===== src/rtl/md_pkg.sv =====
// Shared definitions for the multiply/divide issue controller: funct codes,
// countdown lengths, FSM encoding and the registered strobe bundle.
package md_pkg;

  localparam int unsigned FUNCT_W = 6;
  localparam int unsigned CNT_W   = 6;
  localparam int unsigned MULDLY  = 10;
  localparam int unsigned DIVDLY  = 30;

  localparam logic [FUNCT_W-1:0] F_MFHI  = 6'h10;
  localparam logic [FUNCT_W-1:0] F_MTHI  = 6'h11;
  localparam logic [FUNCT_W-1:0] F_MFLO  = 6'h12;
  localparam logic [FUNCT_W-1:0] F_MTLO  = 6'h13;
  localparam logic [FUNCT_W-1:0] F_MULT  = 6'h18;
  localparam logic [FUNCT_W-1:0] F_MULTU = 6'h19;
  localparam logic [FUNCT_W-1:0] F_DIV   = 6'h1A;
  localparam logic [FUNCT_W-1:0] F_DIVU  = 6'h1B;

  typedef enum logic [1:0] {
    IDLE     = 2'd0,
    MUL_BUSY = 2'd1,
    DIV_BUSY = 2'd2
  } md_state_e;

  typedef struct packed {
    logic mult_op;
    logic div_op;
    logic signed_op;
    logic store_hilo;
    logic load_hilo;
    logic hi_lo;
    logic ld_hi;
    logic ld_lo;
  } md_strobe_t;

endpackage


===== src/rtl/md_issue_ctrl_if.sv =====
// Pipeline <-> issue controller signal bundle; the pipeline is the master,
// the controller the slave.
interface md_issue_ctrl_if;

  logic                         InstrValid_s1;
  logic [md_pkg::FUNCT_W-1:0]   Funct_s1;
  logic                         Kill_s1;
  logic                         Stall_s1;
  logic                         MultOp;
  logic                         DivOp;
  logic                         SignedMDOp;
  logic                         StoreHiLo;
  logic                         LoadHiLo;
  logic                         HiLo;
  logic                         ldHi;
  logic                         ldLo;
  logic                         HLStall;
  logic                         MDBusy;

  modport master (
    output InstrValid_s1, Funct_s1, Kill_s1, Stall_s1,
    input  MultOp, DivOp, SignedMDOp, StoreHiLo, LoadHiLo, HiLo, ldHi, ldLo,
    input  HLStall, MDBusy
  );

  modport slave (
    input  InstrValid_s1, Funct_s1, Kill_s1, Stall_s1,
    output MultOp, DivOp, SignedMDOp, StoreHiLo, LoadHiLo, HiLo, ldHi, ldLo,
    output HLStall, MDBusy
  );

endinterface


===== src/rtl/md_funct_decode.sv =====
// Combinational classification of the special-class funct field.
module md_funct_decode
  import md_pkg::*;
(
  input  logic [FUNCT_W-1:0] funct,
  output logic               isMul,
  output logic               isDiv,
  output logic               isSigned,
  output logic               isMF,
  output logic               isMT,
  output logic               isHi
);

  always_comb begin
    isMul    = 1'b0;
    isDiv    = 1'b0;
    isSigned = 1'b0;
    isMF     = 1'b0;
    isMT     = 1'b0;
    isHi     = 1'b0;
    case (funct)
      F_MFHI:  begin isMF = 1'b1; isHi = 1'b1; end
      F_MTHI:  begin isMT = 1'b1; isHi = 1'b1; end
      F_MFLO:  isMF = 1'b1;
      F_MTLO:  isMT = 1'b1;
      F_MULT:  begin isMul = 1'b1; isSigned = 1'b1; end
      F_MULTU: isMul = 1'b1;
      F_DIV:   begin isDiv = 1'b1; isSigned = 1'b1; end
      F_DIVU:  isDiv = 1'b1;
      default: ;
    endcase
  end

endmodule


===== src/rtl/md_issue_ctrl.sv =====
// Issues mult/div/HI-LO operations, tracks the mult/div latency with a
// countdown and interlocks HI/LO accesses until the result is ready.
module md_issue_ctrl
  import md_pkg::*;
(
  input  logic           Phi1,
  input  logic           Reset,
  md_issue_ctrl_if.slave bus
);

  logic             is_mul;
  logic             is_div;
  logic             is_signed;
  logic             is_mf;
  logic             is_mt;
  logic             is_hi;
  logic             known;
  logic             hl_stall;
  logic             accept;
  logic [CNT_W-1:0] cnt;
  logic [CNT_W-1:0] cnt_next;
  md_state_e        state;
  md_state_e        state_next;
  md_strobe_t       strb;
  md_strobe_t       strb_next;

  md_funct_decode u_decode (
    .funct    (bus.Funct_s1),
    .isMul    (is_mul),
    .isDiv    (is_div),
    .isSigned (is_signed),
    .isMF     (is_mf),
    .isMT     (is_mt),
    .isHi     (is_hi)
  );

  // An HI/LO access may go in the cycle the countdown drains from 1 to 0.
  assign known    = is_mul | is_div | is_mf | is_mt;
  assign hl_stall = bus.InstrValid_s1 & ~bus.Kill_s1 & (cnt > CNT_W'(1)) & (is_mf | is_mt);
  assign accept   = bus.InstrValid_s1 & ~bus.Kill_s1 & ~bus.Stall_s1 & ~hl_stall & known;

  always_comb begin
    state_next = state;
    cnt_next   = cnt;
    strb_next  = '0;
    if (cnt != '0) begin
      cnt_next = cnt - CNT_W'(1);
    end
    if ((state != IDLE) && (cnt <= CNT_W'(1))) begin
      state_next = IDLE;
    end
    if (accept) begin
      if (is_mul) begin
        state_next = MUL_BUSY;
        cnt_next   = CNT_W'(MULDLY);
      end else if (is_div) begin
        state_next = DIV_BUSY;
        cnt_next   = CNT_W'(DIVDLY);
      end
      strb_next.mult_op    = is_mul;
      strb_next.div_op     = is_div;
      strb_next.signed_op  = (is_mul | is_div) & is_signed;
      strb_next.store_hilo = is_mt;
      strb_next.load_hilo  = is_mf;
      strb_next.hi_lo      = (is_mf | is_mt) & is_hi;
      strb_next.ld_hi      = is_mf & is_hi;
      strb_next.ld_lo      = is_mf & ~is_hi;
    end
  end

  always_ff @(posedge Phi1 or posedge Reset) begin
    if (Reset) begin
      state <= IDLE;
      cnt   <= '0;
      strb  <= '0;
    end else begin
      state <= state_next;
      cnt   <= cnt_next;
      strb  <= strb_next;
    end
  end

  assign bus.MultOp     = strb.mult_op;
  assign bus.DivOp      = strb.div_op;
  assign bus.SignedMDOp = strb.signed_op;
  assign bus.StoreHiLo  = strb.store_hilo;
  assign bus.LoadHiLo   = strb.load_hilo;
  assign bus.HiLo       = strb.hi_lo;
  assign bus.ldHi       = strb.ld_hi;
  assign bus.ldLo       = strb.ld_lo;
  assign bus.HLStall    = hl_stall;
  assign bus.MDBusy     = (state != IDLE);

endmodule


===== src/flat_wrapper.sv =====
// flat-port wrapper written by rule: the top's interface ports become plain ports
module md_issue_ctrl_flat import md_pkg::*;
  (Phi1, Reset, bus_InstrValid_s1, bus_Funct_s1, bus_Kill_s1, bus_Stall_s1, bus_MultOp, bus_DivOp, bus_SignedMDOp, bus_StoreHiLo, bus_LoadHiLo, bus_HiLo, bus_ldHi, bus_ldLo, bus_HLStall, bus_MDBusy);
  md_issue_ctrl_if bus_i ();
  input  logic Phi1;
  input  logic Reset;
  input wire logic [$bits(bus_i.InstrValid_s1)-1:0] bus_InstrValid_s1;
  input wire logic [$bits(bus_i.Funct_s1)-1:0] bus_Funct_s1;
  input wire logic [$bits(bus_i.Kill_s1)-1:0] bus_Kill_s1;
  input wire logic [$bits(bus_i.Stall_s1)-1:0] bus_Stall_s1;
  output wire logic [$bits(bus_i.MultOp)-1:0] bus_MultOp;
  output wire logic [$bits(bus_i.DivOp)-1:0] bus_DivOp;
  output wire logic [$bits(bus_i.SignedMDOp)-1:0] bus_SignedMDOp;
  output wire logic [$bits(bus_i.StoreHiLo)-1:0] bus_StoreHiLo;
  output wire logic [$bits(bus_i.LoadHiLo)-1:0] bus_LoadHiLo;
  output wire logic [$bits(bus_i.HiLo)-1:0] bus_HiLo;
  output wire logic [$bits(bus_i.ldHi)-1:0] bus_ldHi;
  output wire logic [$bits(bus_i.ldLo)-1:0] bus_ldLo;
  output wire logic [$bits(bus_i.HLStall)-1:0] bus_HLStall;
  output wire logic [$bits(bus_i.MDBusy)-1:0] bus_MDBusy;
  assign bus_i.InstrValid_s1 = bus_InstrValid_s1;
  assign bus_i.Funct_s1 = bus_Funct_s1;
  assign bus_i.Kill_s1 = bus_Kill_s1;
  assign bus_i.Stall_s1 = bus_Stall_s1;
  assign bus_MultOp = bus_i.MultOp;
  assign bus_DivOp = bus_i.DivOp;
  assign bus_SignedMDOp = bus_i.SignedMDOp;
  assign bus_StoreHiLo = bus_i.StoreHiLo;
  assign bus_LoadHiLo = bus_i.LoadHiLo;
  assign bus_HiLo = bus_i.HiLo;
  assign bus_ldHi = bus_i.ldHi;
  assign bus_ldLo = bus_i.ldLo;
  assign bus_HLStall = bus_i.HLStall;
  assign bus_MDBusy = bus_i.MDBusy;
  md_issue_ctrl u_core (.Phi1(Phi1), .Reset(Reset), .bus(bus_i));
endmodule

===== config.mk =====
export PLATFORM = sky130hd
export DESIGN_NAME = md_issue_ctrl_flat
export DESIGN_NICKNAME = d
export VERILOG_FILES = /design/src/rtl/md_pkg.sv /design/src/rtl/md_issue_ctrl_if.sv /design/src/rtl/md_funct_decode.sv /design/src/rtl/md_issue_ctrl.sv /design/src/flat_wrapper.sv
export SDC_FILE = /design/constraint.sdc
export NUM_CORES = 1
export LEC_CHECK = 0
export CAP_MARGIN = 40
export CORE_MARGIN = 2
export CORE_UTILIZATION = 46
export CTS_CLUSTER_SIZE = 25
export DETAILED_ROUTE_END_ITERATION = 10
export GPL_ROUTABILITY_DRIVEN = 0
export PLACE_DENSITY = 0.88
export SYNTH_ARGS = -nofsm -noshare
export SYNTH_HDL_FRONTEND = slang
export SYNTH_SLANG_ARGS = --single-unit

===== constraint.sdc =====
create_clock -name Phi1 -period 2.2 [get_ports Phi1]
set_input_delay 0.44 -clock Phi1 [delete_from_list [all_inputs] [get_ports Phi1]]
set_output_delay 0.44 -clock Phi1 [all_outputs]
set_load 0.01 [all_outputs]

== Yosys cells after proc, flatten, opt, wreduce, memory -nomap -nowiden ==
Cells that the tools add are included.
Operators by class
  $add $sub $neg: 1
  bitwise operators: 18
  equal/unequal tests: 8
  order comparisons: 2
  reductions and logical operators: 9
  multiplexer cells: 15
Operators with widths (number)
  equality test 6 x 5 -> 1 bit (second input constant): 8
  two-way mux 6 bit: 4
  OR reduction 2 bit: 6
  AND 1 bit: 10
  two-way mux 2 bit: 4
  two-way mux 8 bit: 1
  greater-than comparator 6 x 1 -> 1 bit (second input constant): 1
  <= comparator 6 x 1 -> 1 bit (second input constant): 1
  two-way mux 1 bit: 6
  nonzero test 6 bit: 1
  subtractor 6 x 1 -> 6 bit (second input constant): 1
  inverter 1 bit: 4
  OR 1 bit: 4
  nonzero test 2 bit: 1
  logical AND 1 bit: 1
Word-level totals
  register bits after elaboration: 16
  output and inout bits: 10
  input bits: 11

== Longest topological paths before layout ==
  depth after elaboration: 9
  depth in mapped cells: 5
  depth with buffers taken out: 5

== Cells and area by module ==
Synthesis repeated with hierarchy kept, for this count alone.
Second synthesis, totals
  cells, all modules: 80
  area, all modules: 845.8 um^2
Modules (own cells, without submodules)
  md_issue_ctrl: area each 790.8 um^2, cells an instance 70, times used 1
  md_funct_decode: area each 55.1 um^2, cells an instance 10, times used 1

== Worst setup path before layout ==
OpenSTA, ideal clock, no wires.
  kind: flip-flop to output port
  start point: register u_core.cnt[0]
  end point: output bus_HLStall
  path buffers: 0
  path slack: 0.186 ns
  cell stages (with the launch flop): 6
  arrival time: 1.574 ns
  cells stage by stage: dfrtp_1 -> inv_1 -> ha_1 -> o21ba_2 -> and2_1 -> nor4b_1
On the way
  cells in the longest elaborated chain, start to end: 3
RTL lines
  from (decl): line md_issue_ctrl.sv:20  | logic [CNT_W-1:0] cnt;
  from (signal assigned): line md_issue_ctrl.sv:78  | cnt <= cnt_next;
  greater-than comparator 6 x 1 -> 1 bit: line md_issue_ctrl.sv:39  | assign hl_stall = bus.InstrValid_s1 & ~bus.Kill_s1 & (cnt > CNT_W'(1)) & (is_mf | is_mt);
  AND 1 bit (2 in series): line md_issue_ctrl.sv:39
  to (decl): line flat_wrapper.sv:19  | output wire logic [$bits(bus_i.HLStall)-1:0] bus_HLStall;
Every way passes these cells.

== Worst setup path after layout ==
Ends and elaborated chain as after synthesis.

==> flow_metrics.tcl <==
set metrics [dict create \
    post_synth_inst_count 72 \
    synth.top_cells.by_area "sky130_fd_sc_hd__dfrtp_1 51%, sky130_fd_sc_hd__ha_1 4.8%, sky130_fd_sc_hd__nor3_1 3.8%" \
    floorplan.die.height_um 45.3 \
    synth-adder-area-share_pct 4.78 \
    grt_overflow 0 \
    worstSkewPairLatency_ps 280 \
    max_freq_ghz 0.463 \
    placement.io_buffers 20 \
    synth_largest_area_cell "sky130_fd_sc_hd__dfrtp_1" \
    cts_htree_levels 1 \
    route.antenna.remaining_nets 0 \
    synth_xor_area_share_pct 2.23 \
    core_area_um2 1560 \
    clkSlewWorstSetupHoldPaths_ps 100 \
    mappedNetlistArea_um2 786 \
    preCtsSetupSlack_ps -239 \
    route.detailed.vias_per_inst 5.57 \
    routed-via-count 685 \
    yosysUniqueCellTypes 32 \
    core.rowCount 14 \
    grt_pass1_wl_um 2870 \
    period_share_pct 98.2 \
    drt_pre_antenna_iters 4 \
    timing.setup.critical_path_class "reg -> out" \
    status "finished, final reports clean" \
    post_synth_and_or_nand_nor_area_fraction_pct 27.4 \
    route.final.wire_length_um 1800 \
    yosys_register_bits 16 \
    actual_transition_at_the_worst_max_transition_pin_ps 572 \
    tritoncts "yes" \
    slew_violations 0 \
    diodes 0 \
    report.final.hold_viol_count 0 \
    peakVddDrop_uv 823 \
    timing.final.ws_setup_ps 39.0 \
    unrepaired_setup_endpoints_after_global_routing "yes" \
    design.die.area_um2 2050 \
    initial_core_util_pct 50.4 \
    starting_drt_drc_count 24 \
    timing.max_cap.violations 0 \
    root_buffer "sky130_fd_sc_hd__clkbuf_4" \
    clock-sinks 16 \
    grt_start_max_net_pins 17 \
    critPathLaunchType "register" \
    finalClockSkew_ps 7.93 \
    synth_top_family_by_area "simple AND/OR/NAND/NOR gates" \
    final_cell_mix "19 x sky130_fd_sc_hd__clkdlybuf4s50_1, 16 x sky130_fd_sc_hd__dfrtp_1, 12 x sky130_fd_sc_hd__buf_4" \
    timing.critical_path.arrival_ps 1720 \
    maximum_number_of_buffers_from_clock_root_to_sink 2 \
    io_pins 21 \
    fin_crit_period_ps 2160 \
    leakagePower_nw 0.521 \
    area_delta_synth_final_pct 47.8 \
    share_of_final_layout_standard_cells_stronger_than_drive_strength_1_pct 30.8 \
    route.detailed.drc 0 \
    cts-hold-fix-buffers 0 \
    post_dp_cell_area_um2 1080 \
    final-setup-viol-count 0 \
    grt.total_usage_pct 20.0 \
    critical_path_peak_fanout 3 \
    final_nets 122 \
    seq_area_frac_synth_pct 51.0 \
    grt_antenna_before_repair 0 \
    relSlewSlack_pct 61.8 \
    worst-endpoint-required_ps 1760 \
    dieWidth_um 45.3 \
    place.detailed.hpwl_um 1310 \
    pwr_density_cell_nw_per_um2 1050 \
    cts-buffers-inserted 3 \
    yosys_warnings 0 \
    syn-num-nets 86 \
    layout.cell_area.non_filler_um2 1160 \
    avg_inst_size_synth_um2 10.9 \
    synth_compound_area_share_pct 11.1 \
    route.detailed.wl_per_inst_um 14.7 \
    vias_in_the_first_global_route 635 \
    synthDominantCellAreaShare_pct 51.0 \
    critPathCaptureType "output pin" \
    hold_class "in -> async" \
    mux_contribution_to_synthesized_area_pct 0 \
    leading_cell_type_in_the_layout_fill_and_taps_excluded "sky130_fd_sc_hd__clkdlybuf4s50_1" \
]
## flip-flops by register name, summed over array words and instances (netlist names)
register,flops
u_core.state,2
u_core.cnt,6
u_core.bus.SignedMDOp,1
u_core.bus.ldHi,1
u_core.bus.HiLo,1
u_core.bus.MultOp,1
u_core.bus.StoreHiLo,1
u_core.bus.LoadHiLo,1
u_core.bus.DivOp,1
u_core.bus.ldLo,1
## worst paths after layout
path                            startpoint               to  slack [ps]  cells after the start
max                          u_core.cnt[0]      bus_HLStall          40                      5
max in group asynchronous            Reset  u_core.state[0]        1320                      2
min reg2reg                u_core.state[0]  u_core.state[0]         540                      1
min                                  Reset  u_core.bus.ldHi         500                      2
max reg2reg                  u_core.cnt[1]  u_core.bus.ldHi         690                      6
min in group Phi1          u_core.state[0]  u_core.state[0]         540                      1
## worst max-delay path: stages (launching register included)
cell and delay, ps:
sky130_fd_sc_hd__dfrtp_1 420, sky130_fd_sc_hd__ha_2 200, sky130_fd_sc_hd__o21ba_4 220, sky130_fd_sc_hd__and2_4 170, sky130_fd_sc_hd__nor4b_4 260, sky130_fd_sc_hd__buf_2 180
## stage by stage
| stage | setup TNS [ps] | hold slack (ps) | power (mW) | std cells | util (%) |
|---|---|---|---|---|---|
| global placement | -216 | 488 | 0.925 | 118 | 69.5 |
| detailed placement | -239 | 520 | 0.947 | 118 | 69.5 |
| CTS | 0 | 518 | 1.14 | 122 | 71.9 |
| finish | 0 | 500 | 1.22 | 123 | 74.5 |
| global route | -35.1 | 560 | 1.30 | 123 | 74.5 |
| floorplan | 0 | 354 | 0.735 | 72 | - |
## synth_stat cells
library cell               instances
sky130_fd_sc_hd__and4b_1           1
sky130_fd_sc_hd__xnor2_1           2
sky130_fd_sc_hd__nor3_1            6
sky130_fd_sc_hd__and2_1            1
sky130_fd_sc_hd__nand3_1           1
sky130_fd_sc_hd__nor3_2            2
sky130_fd_sc_hd__and3_1            1
sky130_fd_sc_hd__nor4b_1           1
sky130_fd_sc_hd__or3_1             1
sky130_fd_sc_hd__o21ai_1           1
sky130_fd_sc_hd__a31oi_1           1
sky130_fd_sc_hd__ha_1              3
sky130_fd_sc_hd__buf_2             1
sky130_fd_sc_hd__nand4_1           2
sky130_fd_sc_hd__o31ai_1           3
sky130_fd_sc_hd__nor4_1            1
sky130_fd_sc_hd__nor3b_2           2
sky130_fd_sc_hd__nor4b_2           1
sky130_fd_sc_hd__inv_1             6
sky130_fd_sc_hd__or2_2             1
sky130_fd_sc_hd__nand4b_1          1
sky130_fd_sc_hd__o21ai_0           1
sky130_fd_sc_hd__o21ba_2           1
sky130_fd_sc_hd__dfrtp_1          16
sky130_fd_sc_hd__o21a_1            2
sky130_fd_sc_hd__a21oi_1           1
sky130_fd_sc_hd__a31o_2            1
sky130_fd_sc_hd__a21bo_2           1
sky130_fd_sc_hd__nand2_1           4
sky130_fd_sc_hd__nor2_1            4
sky130_fd_sc_hd__nand2b_1          1
sky130_fd_sc_hd__nand4_2           1
## layer usage
metal  share of wire (%)  GRT usage (%)  routed length (µm)  vias to the layer above
li1                    -              -                   -                      329
met1                  45           26.9                 802                      331
met2                  50           31.1                 895                       23
met3                 4.3           3.60                  78                        2
met4                 1.4           9.41                  25                        0
met5                   0              0                   0                        -
## final cells by class
cell class / instances / area [µm²]
well taps: 16 / 20.0
multi-input cells: 49 / 397
flip-flops and latches: 16 / 400
clock buffers: 4 / 36.3
repair buffers: 32 / 285
fillers: 97 / 398
inverters: 6 / 22.5
## power by group
group | switching [mW] | total, mW | internal, mW
Combinational | 0.263 | 0.590 | 0.327
Clock | 0.0911 | 0.192 | 0.101
Sequential | 0.0724 | 0.438 | 0.366
## cell families after synthesis
kind of cell               after synthesis
AOI/OAI and AO/OA                       12
xor gates and xnor gates                 2
adders and majority gates                3
buffers and inverters                    7
DFF                                     16
and+or+nand+nor                         32
## timing repair
action | 4_1_cts | 5_1_grt
pin swaps | 1 | 1
buffers inserted | 0 | 1
setup endpoints to repair | 1 | 1
gates resized for setup | 5 | 8
Note: power is estimated with default switching activity, not from simulation.
